===== src/rtl/circuit_input_debounce.sv =====
// ---------------------------------------------------------------------------
// circuit_input_debounce
//
// Debounces three asynchronous switch inputs for a downstream combinational
// circuit. Each switch is synchronised with two flops and must then show a
// value different from its stable state for DEBOUNCE_CYCLES consecutive
// cycles before the stable state (and its output) follows. A single-cycle
// pulse marks every edge on which any output changes, and a wrapping 8-bit
// counter tallies those pulses.
//
// Parameters:
//   DEBOUNCE_CYCLES  consecutive differing cycles needed to change an output
//                    (legal range 2..255)
//
// Ports:
//   clk           rising-edge clock for all state
//   rst_n         asynchronous active-low reset
//   raw_in[2:0]   raw switch inputs; bit 2 -> a, bit 1 -> b, bit 0 -> c
//   a, b, c       debounced switch values, straight from registers
//   abc_changed   one-cycle pulse coincident with any change of a, b or c
//   change_count  number of abc_changed pulses, modulo 256
// ---------------------------------------------------------------------------
module circuit_input_debounce #(
    parameter int DEBOUNCE_CYCLES = 4
) (
    input  logic       clk,
    input  logic       rst_n,
    input  logic [2:0] raw_in,
    output logic       a,
    output logic       b,
    output logic       c,
    output logic       abc_changed,
    output logic [7:0] change_count
);

    // Counter value at which the mismatch run is long enough to accept the
    // new level; the accept happens on the same edge that sees this value.
    localparam logic [7:0] LAST_COUNT = 8'(DEBOUNCE_CYCLES - 1);

    logic [2:0] sync_meta;
    logic [2:0] sync_out;
    logic [2:0] st;
    logic [2:0] upd;
    logic [7:0] cnt      [3];
    logic [7:0] cnt_next [3];

    // Two-flop synchronizer per channel. The first stage may go metastable;
    // only the second stage is ever looked at by the debounce logic.
    always_ff @(posedge clk or negedge rst_n) begin
        if (!rst_n) begin
            sync_meta <= 3'b000;
            sync_out  <= 3'b000;
        end else begin
            sync_meta <= raw_in;
            sync_out  <= sync_meta;
        end
    end

    // Per-channel debounce decision. A synchronised value equal to the
    // stable state clears the run counter, so any glitch shorter than the
    // window is forgotten. upd[i] flags the edge on which st[i] flips.
    always_comb begin
        for (int i = 0; i < 3; i++) begin
            upd[i]      = 1'b0;
            cnt_next[i] = cnt[i];
            if (sync_out[i] == st[i]) begin
                cnt_next[i] = 8'd0;
            end else if (cnt[i] == LAST_COUNT) begin
                upd[i]      = 1'b1;
                cnt_next[i] = 8'd0;
            end else begin
                cnt_next[i] = cnt[i] + 8'd1;
            end
        end
    end

    // Run counters and stable bits. A flip is a toggle because the stable
    // bit only ever moves toward the (differing) synchronised value.
    always_ff @(posedge clk or negedge rst_n) begin
        if (!rst_n) begin
            for (int i = 0; i < 3; i++) begin
                cnt[i] <= 8'd0;
            end
            st <= 3'b000;
        end else begin
            for (int i = 0; i < 3; i++) begin
                cnt[i] <= cnt_next[i];
            end
            st <= st ^ upd;
        end
    end

    // Change pulse and tally. Both are registered on the same edge as the
    // stable bits, so the pulse lines up with the new output value, and
    // simultaneous flips on several channels count as one change.
    always_ff @(posedge clk or negedge rst_n) begin
        if (!rst_n) begin
            abc_changed  <= 1'b0;
            change_count <= 8'd0;
        end else begin
            abc_changed <= |upd;
            if (|upd) begin
                change_count <= change_count + 8'd1;
            end
        end
    end

    assign a = st[2];
    assign b = st[1];
    assign c = st[0];

endmodule


===== config.mk =====
export PLATFORM = sky130hd
export DESIGN_NAME = circuit_input_debounce
export DESIGN_NICKNAME = d
export VERILOG_FILES = /design/src/rtl/circuit_input_debounce.sv
export SDC_FILE = /design/constraint.sdc
export NUM_CORES = 1
export LEC_CHECK = 0
export CORE_MARGIN = 3
export CORE_UTILIZATION = 40
export DETAILED_ROUTE_END_ITERATION = 16
export SLEW_MARGIN = 5
export SYNTH_ARGS = -nofsm -noshare
export SYNTH_HDL_FRONTEND = slang
export SYNTH_SLANG_ARGS = --single-unit

===== constraint.sdc =====
create_clock -name clk -period 2.2 [get_ports clk]
set_input_delay 0.44 -clock clk [delete_from_list [all_inputs] [get_ports clk]]
set_output_delay 0.44 -clock clk [all_outputs]
set_load 0.01 [all_outputs]

======== Yosys cells after proc, flatten, opt, wreduce, memory -nomap -nowiden ========
Index checks and enable logic that the tools add are counted.
word-level totals
  input bits .............................. 5
  flip-flop bits (word level) ............. 42
  logic and storage cells ................. 32
cells by class
  equality and inequality tests ........... 6
  bitwise gates (word level) .............. 1
  multiplexer cells ....................... 12
  reduce and logical (&&, ||, !) cells .... 1
  $add $sub $neg .......................... 4
operator list
  cell                                                             number
  8-bit two-way mux                                                6
  8-bit by 1-bit adder with 8-bit output, second input constant    4
  8-bit by 2-bit == test with 1-bit output, second input constant  3
  1-bit two-way mux                                                6
  1-bit == test                                                    3
  3-bit OR reduction                                               1
  3-bit XOR                                                        1

======== Depth between registers and ports, before layout ========
Gate-level depths: netlist (run 1).
  word-level depth ........................ 4
  depth in mapped cells ................... 5

======== Worst setup path before layout (run 1) ========
Ideal clock, no wire load.
  path type ............................... register to register
  start ................................... register cnt[8] (netlist name)
  end ..................................... register change_count[1]
  arrival ................................. 1463 ps
  slack ................................... 610 ps
  period minus slack after synthesis ...... 1590 ps
  buffers on the path ..................... 0
  required time ........................... 2073 ps
  stages on the path, launching flop included .. 6
  cell sequence ........................... dfrtp_1 > ha_1 > nor4b_4 > nand3_2 > nand3_2 > mux2_1
between the ends
  longest elaborated chain between the ends .. 4
ends and longest elaborated chain
  element                                   line  RTL
  start, declared                           44    logic [7:0] cnt [3];
  start signal, assigned by index           87    cnt[i] <= cnt_next[i];
  8-bit by 2-bit == test with 1-bit output  68    end else if (cnt[i] == LAST_COUNT) begin
  1-bit two-way mux                         68
  1-bit two-way mux                         66    if (sync_out[i] == st[i]) begin
  3-bit OR reduction                        102   if (|upd) begin
  end signal, assigned                      103   change_count <= change_count + 8'd1;
  end, declared                             33    output logic [7:0] change_count
No other way between the ends.
A chain may end at the register's enable or synchronous reset.

======== Worst setup path after layout (run 1) ========
  start ................................... register change_count[2]
  end ..................................... output change_count[2]
No word-level cell between the ends.

==> impl_metrics.toml, run 1 <==
[sta]
setup_tns_ps = 0
finalSetupViolCount = 0
fmax_mhz = 557.7
finalHoldViolations = 0
period_share_pct = 81.51
holdWs_ps = 203.5
period_minus_slack_ps = 1793
worstMarginPinSlew_ps = 518.5
rsz0062_at_grt = "no"
clock_skew_ps = 6.246
maxSlewViolCount = 0
relSlewSlack_pct = 65.43

[global_route]
antenna_found_initial = 0
grt_pass1_vias = 1311
grt_max_degree = 43
overflow = 0
grtUsageTotal_pct = 13.63
grt_pass1_wl_mm = 5.865

[clock_network]
clkTransAtPathRegs_ps = 80
numCtsBuffers = 5
cts_tree = "built"
clock_latency_ps = 280
cts_setup_buffers = 0
cts_max_path_buffers = 2
clock-root-buffer = "clkbuf_8"
cts_sinks = 42
h-tree-depth = 2
cts_hold_buf = 0
cts_resized = 0

[power_and_ir_drop]
p_sw_mw = 0.7435
ir_drop_mv = 0.6265
swShare_pct = 33.65
p_per_area_mw_per_mm2 = 993.9
leakagePower_nw = 1.006
clock_power_share_pct = 22.5
p_int_mw = 1.466
combPwrFrac_pct = 27.9
seqPwrFrac_pct = 49.6

[logic_synthesis]
synth-xor-area-share_pct = 13.21
synthArstFlopShare_pct = 100.0
syn-num-nets = 167
synth-seq-area-share_pct = 55.19
synth_edf_count = 0
syn-cell-area_sq_mm = 0.001904
synth_seq_cells = 42
synth_top_family_by_area = "simple AND/OR/NAND/NOR gates"
synth_adder_area_share_pct = 3.285
yosys.area_share.simple_pct = 21.81
ys.flop_type = "dfrtp_1"
synth_warnings = 0
synthDistinctLibCells = 28
synthMuxAreaShare_pct = 2.365
netlist_instances = 157
synth_compound_area_share_pct = 3.942
avgSynthCellArea_sq_um = 12.13

[critical_path]
crit_path_max_incr_delay_ps = 590
cp_top_family = "buffers and inverters"
critPathCaptureType = "output port"
worst_ep_required_time_ps = 1760
crit_chain = "clkdlybuf4s50_1"
arrival_ps = 1350
crit_buf_inv = 1
cp_max_fo = 7
slowest_stage = "clkdlybuf4s50_1"
ff2ff_setup_slack_ps = 460
critPathKind = "reg -> out"
startpoint_type = "flop"

[layout]
multi_input_area_sq_um = 849.6
layout_common_cells = "42 x dfrtp_1, 22 x xor2_1, 22 x nor2_1, 19 x nand3_1, 15 x clkdlybuf4s50_1"
mostFrequentLayoutCell = "dfrtp_1"
nets = 191
drive_gt1_share_pct = 12.64
nFillCells = 405
postLayoutCoreUtil_pct = 49.69
syn_to_final_growth_pct = 16.75
antenna_cells = 0
seq_area_sq_mm = 0.001051

[floorplanning]
die-area_sq_mm = 0.005625
die_y_um = 75
die_w_um = 75
core_sq_mm = 0.004474
io_pins = 17
start_util_pct = 42.56
row_count = 24

[route]
dr.pass1.iters = 4
drtIter0Drc = 49
wl_per_cell_um = 14.03
drt-total-wl_mm = 3.282
ant_nets = 0
vias_per_cell = 5.359
drc = 0
dr_total_vias = 1254

[run]
cap_violations = 0

[run_status]
status = "completed"

[place]
routabilityCongestion = 0.8156
post-dp-hpwl_mm = 2.373
numPortBuffers = 16

[min_path]
worst_hold_path_type = "in -> async"
[logic make-up after synthesis]
logic type,after synthesis
AND/OR/NAND/NOR,69
AO/OA/AOI/OAI,9
flip-flops,42
XOR/XNOR,27
adder cells (fa/ha/maj),5
multiplexers,4
buffers and inverters,1
[power by group through the flow]
| stage | Combinational [mW] | Clock, mW | Sequential, mW |
|---|---|---|---|
| 2_1_floorplan | 0.340 | 0 | 1.11 |
| 3_3_place_gp | 0.609 | 0 | 1.10 |
| 3_5_place_dp | 0.626 | 0 | 1.11 |
| 4_1_cts | 0.630 | 0.519 | 1.10 |
| 5_1_grt | 0.696 | 0.553 | 1.12 |
| 6_report | 0.616 | 0.497 | 1.10 |
[metal layers]
metal / up-vias / global-route usage [%] / routed length (um)
li1: 594 / - / -
met1: 627 / 17.11 / 1415
met2: 29 / 22.92 / 1708
met3: 4 / 3.738 / 130
met4: 0 / 4.150 / 27
met5: - / 0 / 0
[sequential cells by signal, summed over array words and instances (netlist names), named ones only]
signal        count
abc_changed       1
sync_meta         3
sync_out          3
change_count      8
cnt              24
[synthesized netlist by cell type, types with 2 or more instances]
library cell | instances | area [sq um]
a31oi_1 | 3 | 18.77
xnor2_1 | 3 | 26.28
nand4_1 | 2 | 12.51
xor2_2 | 2 | 32.53
mux2_1 | 3 | 33.78
nand2_1 | 6 | 22.52
and3_1 | 7 | 43.79
nor4b_4 | 2 | 47.55
xor2_1 | 22 | 192.7
nor2_1 | 22 | 82.58
dfrtp_1 | 42 | 1051
nor3_1 | 2 | 10.01
a311oi_2 | 2 | 30.03
nand3_2 | 3 | 30.03
nand3_1 | 19 | 95.09
ha_1 | 5 | 62.56
[path summary, 6_finish.rpt]
| check | start | to | cells past startpoint |
|---|---|---|---|
| max reg2reg | cnt[8] | change_count[1] | 5 |
| min | rst_n | cnt[6] | 2 |
| max | change_count[2] | change_count[2] | 1 |
| max in group asynchronous | rst_n | asynchronous set/reset pin | 2 |
| min in group clk | sync_meta[1] | sync_out[1] | 0 |
| min reg2reg | sync_meta[1] | sync_out[1] | 0 |
[per-stage QoR]
step	instance area, sq um	std cells	power [mW]	worst slack, ps
after floorplan	1904	157	1.449	609.8
after global placement	2132	226	1.710	525.8
after detailed placement	2132	226	1.735	475.3
after CTS	2223	234	2.245	404.0
after global routing	2223	234	2.374	342.3
final	2223	234	2.210	406.9
[area by class of cell]
cell class | instances | share of cell area, %
inverter | 1 | 0.1688
tap | 52 | 2.926
timing repair buffer | 17 | 7.316
sequential | 42 | 47.27
clock inverter | 1 | 0.2251
multi-input combinational | 114 | 38.21
clock buffer | 7 | 3.883
Note: power is estimated with default switching activity, not from simulation.
==> inputs of run 2 (changes only) <==
Clock period 2.2 ns to 1.6 ns, I/O delays scaled along.
==> run 2 against run 1 <==
Against the previous run:
- cell count is 9.4% higher
- hold slack better by 150 ps
- die area stayed put
- routed wire length is 10% higher
- power is 56% higher
- via count is 4.9% higher
- sequential power is 30% higher
- global-route usage is 1.1 points higher
- largest cell class unchanged
- non-clock buffer count is 22 higher
- the flow now finishes with violations (setup timing)
==> impl_metrics.toml, run 2 (synthesized netlist as in run 1, its figures left out) <==
[critical_path]
arrival_ps = 1800
critPathKind = "reg -> reg"
worst_ep_required_time_ps = 1780
crit_path_max_incr_delay_ps = 410
critPathCaptureType = "flop"
slowest_stage = "dfrtp_1"
startpoint_type = "flop"
cp_top_family = "simple AND/OR/NAND/NOR gates"
crit_buf_inv = 0
crit_chain = "ha_2 > nor4b_4 > nand3_4 > nand3_2 > mux2_1"
cp_max_fo = 8

[layout]
postLayoutCoreUtil_pct = 55.20
top_regs = "cnt: 24 flops, change_count: 8 flops"
nets = 213
drive_gt1_share_pct = 25.49
syn_to_final_growth_pct = 29.70
fin_cells = 256
mostFrequentLayoutCell = "dfrtp_1"
layout_common_cells = "39 x dfrtp_1, 22 x xor2_1, 22 x nor2_1, 20 x buf_4, 19 x nand3_1"
largest_reg_flops = 24
top_register = "cnt"
antenna_cells = 0

[sta]
maxSlewViolCount = 0
fmax_mhz = 618.1
period_share_pct = 101.1
worstMarginPinSlew_ps = 461.6
clock_skew_ps = 8.925
worst_slack_ps = -17.75
period_minus_slack_ps = 1618
relSlewSlack_pct = 69.23
rsz0062_at_grt = "yes"
finalSetupViolCount = 2
finalHoldViolations = 0

[global_route]
grtUsageTotal_pct = 14.70
grt_pass1_vias = 1360
grt_max_degree = 25
overflow = 0
antenna_found_initial = 0
grt_pass1_wl_mm = 6.168

[clock_network]
h-tree-depth = 2
numCtsBuffers = 5
clock-root-buffer = "clkbuf_8"
clkTransAtPathRegs_ps = 80
cts_tree = "built"
cts_sinks = 42
clock_latency_ps = 290
cts_max_path_buffers = 2

[route]
drt-total-wl_mm = 3.626
wl_per_cell_um = 14.16
dr_total_vias = 1316
drc = 0
dr.pass1.iters = 4
drtIter0Drc = 50
vias_per_cell = 5.141
ant_nets = 0

[min_path]
worst_hold_path_type = "reg -> reg"

[floorplanning]
core_sq_mm = 0.004474
start_util_pct = 42.56
row_count = 24
die_w_um = 75
die-area_sq_mm = 0.005625
die_y_um = 75
io_pins = 17

[power_and_ir_drop]
clock_power_share_pct = 24.2
combPwrFrac_pct = 34.5
p_total_mw = 3.448
ir_drop_mv = 0.6239
seqPwrFrac_pct = 41.3
p_per_area_mw_per_mm2 = 1396
swShare_pct = 32.69
p_int_mw = 2.320
p_sw_mw = 1.127
leakagePower_nw = 1.162

[place]
post-dp-hpwl_mm = 2.563
placedCellCount = 237
numPortBuffers = 16
routabilityCongestion = 0.8508

[run_status]
status = "finished with violations"
failed_checks = "setup timing"

[run]
cap_violations = 0
[run 2: cell types whose count changed in the layout (fill, tap and decap cells not counted), moves of 2 or more]
cell	previous run	this run
clkdlybuf4s50_1	15	12
nor3_1	2	0
buf_4	1	20
dlymetal6s2s_1	0	2
nand3_2	3	1
dfrtp_1	42	39
nor3_2	0	2
nand3_4	0	2
dfrtp_2	0	3
[run 2: metrics by stage]
step                setup TNS, ps  hold WS, ps  worst slack, ps  area, sq um
global route               -484.4        371.6           -108.5         2470
floorplan                       0        24.41            9.800         1904
detailed placement         -153.3        302.5           -58.45         2227
global placement                0        296.2            47.46         2227
finish                     -18.31        354.6           -17.75         2470
CTS                        -5.196        357.8           -5.196         2431
[run 2: final timing paths]
kind / cells past startpoint / slack (ps) / endpoint / from
min in group asynchronous: 2 / 510 / cnt[9] / rst_n
hold reg to reg: 0 / 350 / sync_out[1] / sync_meta[1]
setup reg to reg: 5 / -20 / change_count[1] / cnt[9]
max in group asynchronous: 3 / 600 / change_count[0] / rst_n
hold / removal: 0 / 350 / sync_out[1] / sync_meta[1]
setup / recovery: 5 / -20 / change_count[1] / cnt[9]
[run 2: per-layer routing]
layer  up-vias  track usage, %  part of all wire, %
met2        18           23.69                   51
met1       654           18.24                   45
met3         4           4.005                  2.8
met4         0           7.115                  1.5
li1        640               -                    -
met5         -               0                    0
[run 2: cell type report]
| cell class | count | area (sq um) |
|---|---|---|
| repair buffers | 39 | 350.3 |
| multi-input cells | 114 | 883.3 |
| inverters | 1 | 3.754 |
| well taps | 52 | 65.06 |
| clock inverters | 3 | 43.79 |
| fillers | 376 | 2004 |
| clock buffers | 5 | 68.82 |
| flip-flops and latches | 42 | 1055 |
[run 2: what timing repair did]
item / 4_1_cts / 5_1_grt
setup buffers: 7 / 3
pin swaps: 3 / 1
endpoints found under the setup margin: 11 / 18
resized for setup: 8 / 5
hold endpoints to repair: 18 / 0
hold buffers: 1 / 0
[run 2: power by group through the flow]
stage | combinational, mW | clock (mW) | sequential (mW)
2_1_floorplan | 0.467 | 0 | 1.53
3_3_place_gp | 0.994 | 0 | 1.48
3_5_place_dp | 1.02 | 0 | 1.49
4_1_cts | 1.19 | 0.865 | 1.43
5_1_grt | 1.32 | 0.906 | 1.46
6_report | 1.19 | 0.834 | 1.43
